`config.mk`:
```
export PLATFORM = sky130hd
export DESIGN_NAME = fifo_stream_arbiter
export DESIGN_NICKNAME = d
export VERILOG_FILES = /design/src/rtl/fifo_stream_arbiter.sv
export SDC_FILE = /design/constraint.sdc
export NUM_CORES = 1
export LEC_CHECK = 0
export CORE_AREA = 2 2 113 115
export DETAILED_ROUTE_END_ITERATION = 12
export DIE_AREA = 0 0 115 117
export GPL_ROUTABILITY_DRIVEN = 0
export PLACE_DENSITY_LB_ADDON = 0.2
export SLEW_MARGIN = 0
export SYNTH_ARGS = -nofsm -noshare
export SYNTH_HDL_FRONTEND = slang
export SYNTH_SLANG_ARGS = --single-unit
```
`constraint.sdc`:
```
create_clock -name BUS_CLK -period 3.6 [get_ports BUS_CLK]
set_clock_uncertainty 0.15 [all_clocks]
set_input_delay 0.72 -clock BUS_CLK [delete_from_list [all_inputs] [get_ports BUS_CLK]]
set_output_delay 0.72 -clock BUS_CLK [all_outputs]
set_load 0.05 [all_outputs]
```
`src/rtl/fifo_stream_arbiter.sv`:
```
// Round-robin merge of CHANNELS FWFT sources into one FWFT stream with burst-limited grants and bus registers.
// Zero added latency (data/empty/pops combinational); FIFO_READ_NEXT low holds the grant and burst count.
module fifo_stream_arbiter #(
  parameter int CHANNELS = 4
) (
  input  logic                    BUS_CLK,
  input  logic                    BUS_RST,
  input  logic [15:0]             BUS_ADD,
  input  logic [7:0]              BUS_DATA_IN,
  input  logic                    BUS_RD,
  input  logic                    BUS_WR,
  output logic [7:0]              BUS_DATA_OUT,
  input  logic [CHANNELS-1:0]     IN_FIFO_EMPTY,
  input  logic [32*CHANNELS-1:0]  IN_FIFO_DATA,
  output logic [CHANNELS-1:0]     IN_FIFO_READ,
  input  logic                    FIFO_READ_NEXT,
  output logic                    FIFO_EMPTY,
  output logic [31:0]             FIFO_DATA,
  output logic [CHANNELS-1:0]     GRANT
);
  localparam logic [7:0] VERSION = 8'd1;
  localparam int GW = (CHANNELS > 1) ? $clog2(CHANNELS) : 1;
  localparam int CW = GW + 1;
  localparam logic [CW-1:0] NCH = CW'(CHANNELS);
  localparam logic [0:0] ST_IDLE  = 1'b0;
  localparam logic [0:0] ST_GRANT = 1'b1;

  logic                rst;
  logic [0:0]          state;
  logic [GW-1:0]       grant, last, next_grant;
  logic [7:0]          burst, burst_cnt, burst_cnt_inc, rd_data;
  logic [CHANNELS-1:0] mask;
  logic [31:0]         word_count, count_buf;
  logic [31:0]         src_data [CHANNELS];
  logic                granted, src_empty, xfer, grant_done, found, count_inc;
  logic [CW-1:0]       cand;

  assign rst = BUS_RST | (BUS_WR && BUS_ADD == 16'd0);

  for (genvar k = 0; k < CHANNELS; k++) begin : g_src
    assign src_data[k] = IN_FIFO_DATA[32*k +: 32];
  end

  // Empty is forced high during reset so a word shown downstream is never silently dropped
  assign granted       = (state == ST_GRANT);
  assign src_empty     = IN_FIFO_EMPTY[grant];
  assign FIFO_EMPTY    = !granted || src_empty || rst;
  assign FIFO_DATA     = granted ? src_data[grant] : 32'd0;
  assign xfer          = FIFO_READ_NEXT && !FIFO_EMPTY;
  assign burst_cnt_inc = burst_cnt + 8'd1;
  assign count_inc     = xfer && (word_count != 32'hFFFF_FFFF);
  assign grant_done    = src_empty || !mask[grant] ||
                         (xfer && burst != 8'd0 && burst_cnt_inc == burst);

  always_comb begin
    GRANT        = '0;
    IN_FIFO_READ = '0;
    if (granted) begin
      GRANT[grant]        = 1'b1;
      IN_FIFO_READ[grant] = xfer;
    end
  end

  // Cyclic search starting one past the last served channel
  always_comb begin
    found      = 1'b0;
    next_grant = '0;
    cand       = '0;
    for (int k = 1; k <= CHANNELS; k++) begin
      cand = {1'b0, last} + CW'(k);
      if (cand >= NCH) cand = cand - NCH;
      if (!found && mask[cand[GW-1:0]] && !IN_FIFO_EMPTY[cand[GW-1:0]]) begin
        found      = 1'b1;
        next_grant = cand[GW-1:0];
      end
    end
  end

  always_comb begin
    rd_data = 8'd0;
    case (BUS_ADD)
      16'd0:   rd_data = VERSION;
      16'd1:   rd_data = 8'(mask);
      16'd2:   rd_data = burst;
      16'd3:   rd_data = {state, 4'b0000, 3'(grant)};
      16'd4:   rd_data = word_count[7:0];
      16'd5:   rd_data = count_buf[15:8];
      16'd6:   rd_data = count_buf[23:16];
      16'd7:   rd_data = count_buf[31:24];
      default: rd_data = 8'd0;
    endcase
  end

  always_ff @(posedge BUS_CLK) begin
    if (rst) begin
      state        <= ST_IDLE;
      grant        <= '0;
      last         <= GW'(CHANNELS - 1);
      burst_cnt    <= 8'd0;
      burst        <= 8'd16;
      mask         <= '1;
      word_count   <= 32'd0;
      count_buf    <= 32'd0;
      BUS_DATA_OUT <= 8'd0;
    end else begin
      if (BUS_RD) begin
        BUS_DATA_OUT <= rd_data;
        if (BUS_ADD == 16'd4) count_buf <= word_count;
      end
      if (BUS_WR && BUS_ADD == 16'd1) mask  <= BUS_DATA_IN[CHANNELS-1:0];
      if (BUS_WR && BUS_ADD == 16'd2) burst <= BUS_DATA_IN;
      word_count <= word_count + {31'd0, count_inc};
      if (state == ST_IDLE) begin
        if (found) begin
          state     <= ST_GRANT;
          grant     <= next_grant;
          burst_cnt <= 8'd0;
        end
      end else begin
        if (xfer) burst_cnt <= burst_cnt_inc;
        if (grant_done) begin
          state <= ST_IDLE;
          last  <= grant;
        end
      end
    end
  end
endmodule

```
**Word level (Yosys, flattened, before mapping)**

Cells that the tools add are included.

- Output and inout bits: 49
- Bits of input ports: 161
- Register bits: 97

- Add/sub/neg operators: 10
- Muxes and demuxes: 47
- Bitwise operators: 4
- Reduce and logical (&&, ||, !) cells: 36
- Equal/unequal tests: 10
- Magnitude comparators: 11

Operators by type and width:

| operator | number |
|---|---|
| $mux 32 | 3 |
| $bmux 32 s2 | 1 |
| $eq 16x3->1 const B | 4 |
| $pmux 8 s8 | 1 |
| $add 32x1->32 | 1 |
| $eq 16x2->1 const B | 2 |
| $ne 32x32->1 const B | 1 |
| $mux 8 | 3 |
| $bmux 1 s2 | 10 |
| $mux 1 | 18 |
| $eq 16x1->1 const B | 1 |
| $logic_not 16->1 | 1 |
| $mux 2 | 8 |
| $ge 3x3->1 const B | 5 |
| $logic_and 1x1->1 | 15 |
| $lt 2x3->1 const B | 5 |
| $logic_not 1->1 | 10 |
| $add 8x1->8 const B | 1 |
| $eq 8x8->1 | 1 |
| $mux 4 | 2 |
| $reduce_and 2->1 | 4 |
| $reduce_bool 8->1 | 1 |
| $sub 2x1->2 const B | 4 |
| $add 2x2->3 const B | 2 |
| 11 further kinds | 14 |

**Longest topological paths before layout**

Gate-level depths: netlist of run 1.

- Word-level depth: 22
- Gate-level depth with buffers: 14
- Depth with buffers taken out: 13

**Worst setup path before layout of run 1**

OpenSTA, ideal clock, no wires.

- Path kind: input-to-output
- From: input IN_FIFO_EMPTY[3]
- To: output IN_FIFO_READ[1]
- Stages on the path: 4
- Data arrival time: 2.694 ns
- Buffers on the path: 0
- Path slack: 0.036 ns
- Data required time: 2.730 ns
- Path through: mux4_2 -> nor3_2 -> o21ai_2 -> nor3b_1

- Word-level cells in the longest chain between the ends: 8

Ends and longest elaborated chain:

| item | RTL line | text |
|---|---|---|
| start, declared | 13 | `input logic [CHANNELS-1:0] IN_FIFO_EMPTY,` |
| $bmux 1 s2 | 46 | `assign src_empty = IN_FIFO_EMPTY[grant];` |
| $mux 1 (implied by the code) | 46 |  |
| $logic_or 1x1->1 (2 in a row) | 47 | `assign FIFO_EMPTY = !granted \|\| src_empty \|\| rst;` |
| $logic_not 1->1 | 49 | `assign xfer = FIFO_READ_NEXT && !FIFO_EMPTY;` |
| $logic_and 1x1->1 | 49 |  |
| $and 4x4->4 (no source line) | n/a |  |
| $mux 4 | 58 | `if (granted) begin` |
| end, declared | 15 | `output logic [CHANNELS-1:0] IN_FIFO_READ,` |

No other way between the ends. The select of a mux whose other input is x is not followed.

**Worst setup path after layout of run 1**

- From: input IN_FIFO_EMPTY[1]
- To: output IN_FIFO_READ[2]

Same word-level chain as after synthesis.

==> flow_summary_export.csv, run 1 <==
group,metric,value,unit
run_status,status,"finished, final reports clean",
detailed_routing,viasPerCell,5.69,
yosys,synth_fp_nets,759,
sta,period_needed,3470,ps
critical_path,crit_buf_inv,3,
yosys,synth_top_cell_by_area,"dfxtp_1",
floorplan,dieArea,13500,um2
critical_path,rr_startpoint,"word_count[2]",
critical_path,end_kind,"output pin",
critical_path,cp.required,2730,ps
floorplan,die_w,115,um
critical_path,cpPeakStageDelay,520,ps
critical_path,crit_type,"input pin to output pin",
clocking,clockBufferDepth,2,
critical_path,crit_fanout,5,
clocking,cts.sinks,89,
yosys,ys_ff_latch,89,
worst_hold_path,holdCritStartpoint,"count_buf[30]",
detailed_routing,wl_per_cell,20.0,um
clocking,clkTransAtPathRegs,60,ps
run,cap_violations,0,
sta,fin_setup_tns,0,ps
sta,tightestPinTransition,590,ps
critical_path,critPathSlowestCell,"mux4_2",
yosys,ys.flop_type,"dfxtp_1",
detailed_routing,first_iter_violations,392,
clocking,cts_tree,"yes",
critical_path,arrival,2600,ps
clocking,cts-root-buf,"clkbuf_16",
global_route,grt_usage,28.6,%
global_route,grt_overflow,0,
worst_hold_path,min_path_cells,2,
layout,nNetsFinal,972,
critical_path,crit_chain,"clkdlybuf4s50_1 -> mux4_2 -> nor3_4 -> o21ai_2 -> buf_4 -> nor3b_1 -> buf_4",
worst_hold_path,timing.hold.worst.class,"flop to flop",
yosys,async_flop_share,0,%
layout,nFillCells,1021,
detailed_routing,postRouteAntennaNets,0,
critical_path,timing.rr.end,"word_count[20]",
sta,rsz0062_at_grt,"false",
yosys,ys_top_cells_by_area,"dfxtp_1 (34%), mux4_2 (18%), nand2_1 (6.1%)",
critical_path,ff2ff_path_depth,14,
floorplan,ios,210,
yosys,yosysWarnings,0,
yosys,syn_avg_cell_area,8.94,um2
sta,finalHoldViolations,0,
global_route,grt_pass1_wl,29.3,mm
placed_design,portBuffers,209,
detailed_routing,num_vias,5479,
detailed_routing,post-route-drc-count,0,
layout,syn2layout_area_growth,49.8,%
yosys,synth_top_area_share,33.5,%
yosys,synth_sequential_area_ratio,33.5,%
critical_path,start_kind,"input pin",
clocking,cts_inserted_buffers,9,
critical_path,crit_top_cell,"buf_4",
critical_path,cp_top_family,"buffers and inverters",
sta,fmax,0.288,GHz
yosys,synth_cells,595,
global_route,grt_max_degree,32,
layout,utilization,64.7,%
layout,drive_gt1_share,13.2,%
sta,setup_violations,0,
clocking,cts_max_level,3,
placed_design,place_hpwl,15.2,mm
floorplan,initial_utilization,43.2,%
global_route,grt_pass1_vias,5369,
yosys,synth-edff-count,0,
layout,final_area,7970,um2
yosys,syn_area,5320,um2
sta,post-route-period-util,96.5,%
detailed_routing,postRouteWirelength,19.3,mm
global_route,antenna_found_initial,2,
floorplan,fp-row-count,41,
pwr,ir_drop,0.202,mV
floorplan,die_y,117,um
yosys,ys_types,49,
pwr,p_leak,2.83,nW
layout,diodes,0,
detailed_routing,firstDrtPassIters,5,
floorplan,core,12300,um2
sta,max-slew-margin-rel,60.6,%
worst_hold_path,min_to,"count_buf[30]",
pwr,p_per_area,352,nW/um2
clocking,clk_latency,340,ps
sta,maxSlewViolCount,0,
placed_design,placed_area,7650,um2
critical_path,r2r_setup_slack,520,ps
## synthesized netlist by cell type (all sizes together) (2+ instances only)
cell type	n
a211oi	3
a21oi	45
a221oi	3
a222oi	2
a22oi	4
a41oi	2
and2	37
and3	7
and3b	2
and4	9
buf	17
clkbuf	19
dfxtp	89
ha	3
inv	6
mux2i	10
mux4	42
nand2	86
nand2b	6
nand3	30
nand3b	2
nand4	12
nand4b	2
nor2	63
nor2b	2
nor3	7
nor3b	4
nor4	10
o21ai	19
o21bai	2
or3	6
xnor2	10
xor2	26
## metal layers
metal	up-vias	GRT usage, %	wire (um)
li1	2571	-	-
met1	2639	35.0	7790
met2	232	50.9	9460
met3	35	6.90	1590
met4	2	7.23	415
met5	-	0	13
## sequential cells by signal, indices dropped and copies added (netlist names)
signal and flops:
grant 2, last 2, burst_cnt 8, word_count 32, BUS_DATA_OUT 8, mask 4, count_buf 24, granted 1
burst 8
## per-stage QoR
stage	setup WS (ps)	hold slack [ps]	total power, W	std cells
6_report	127	307	0.00281	963
5_1_grt	7.31	329	0.00291	963
4_1_cts	44.4	308	0.00282	962
3_5_place_dp	0.708	296	0.00188	946
3_3_place_gp	51.0	289	0.00187	946
2_1_floorplan	35.7	283	0.00151	595
## tightest hold or removal path, cell delays in order (launching register included)
cell and delay [ps]:
dfxtp_1 310, nand2_1 50, a21oi_1 50
## placed cells by master, fill, tap and decap left out, types with 9 or more instances in the layout
| master | count |
|---|---|
| nand4_1 | 12 |
| and4_1 | 9 |
| xnor2_1 | 10 |
| clkdlybuf4s50_1 | 196 |
| buf_4 | 40 |
| dfxtp_1 | 87 |
| nor2_1 | 62 |
| a21oi_1 | 45 |
| xor2_1 | 26 |
| mux2i_1 | 10 |
| nand3_1 | 30 |
| clkbuf_16 | 9 |
| nand2_1 | 86 |
| o21ai_0 | 16 |
| mux4_2 | 42 |
| and2_1 | 36 |
## final cells by class
type	instances	area, um2	area share (%)
Timing Repair Buffer	238	2300	28.9
Inverter	6	22.5	0.283
Clock inverter	4	51.3	0.644
Multi-Input combinational cell	464	3370	42.3
Sequential cell	89	1790	22.4
Tap cell	150	188	2.36
Clock buffer	12	246	3.09
## worst max-delay path by stage
stage | from | endpoint | depth (start not counted)
floorplan | IN_FIFO_EMPTY[3] | IN_FIFO_READ[1] | 4
global placement | IN_FIFO_EMPTY[3] | word_count[20] | 13
detailed placement | IN_FIFO_EMPTY[3] | word_count[20] | 13
CTS | grant[0] | FIFO_DATA[29] | 4
global route | IN_FIFO_EMPTY[1] | IN_FIFO_READ[2] | 7
finish | IN_FIFO_EMPTY[1] | IN_FIFO_READ[2] | 7
## power breakdown
| group | total [W] | switching [W] | leakage (nW) | internal (W) |
|---|---|---|---|---|
| sequential | 0.00102 | 0.0000273 | 0.719 | 0.000995 |
| combinational | 0.000842 | 0.000413 | 1.97 | 0.000429 |
| clock | 0.000942 | 0.000383 | 0.143 | 0.000559 |
| total | 0.00281 | 0.000824 | 2.83 | 0.00198 |
## cell families after synthesis
kind of cell	share of synthesized area [%]
and+or+nand+nor	27.0
buffers and inverters	3.58
adders and majority gates	0.706
muxes	19.7
DFF	33.5
AOI/OAI and AO/OA	9.62
xor gates and xnor gates	5.93
## repair_timing
item,CTS,global route
setup buffers,0,1
resized for setup,0,3
endpoints found under the setup margin,0,13
hold buffers,0,0
No activity file was read; power rests on OpenSTA's default activity.
==> inputs of run 2 (changes only) <==
Settings changed: CAP_MARGIN set to 20.
==> results of run 2 <==
Final layout, timing and power as in run 1 (identical DEF).
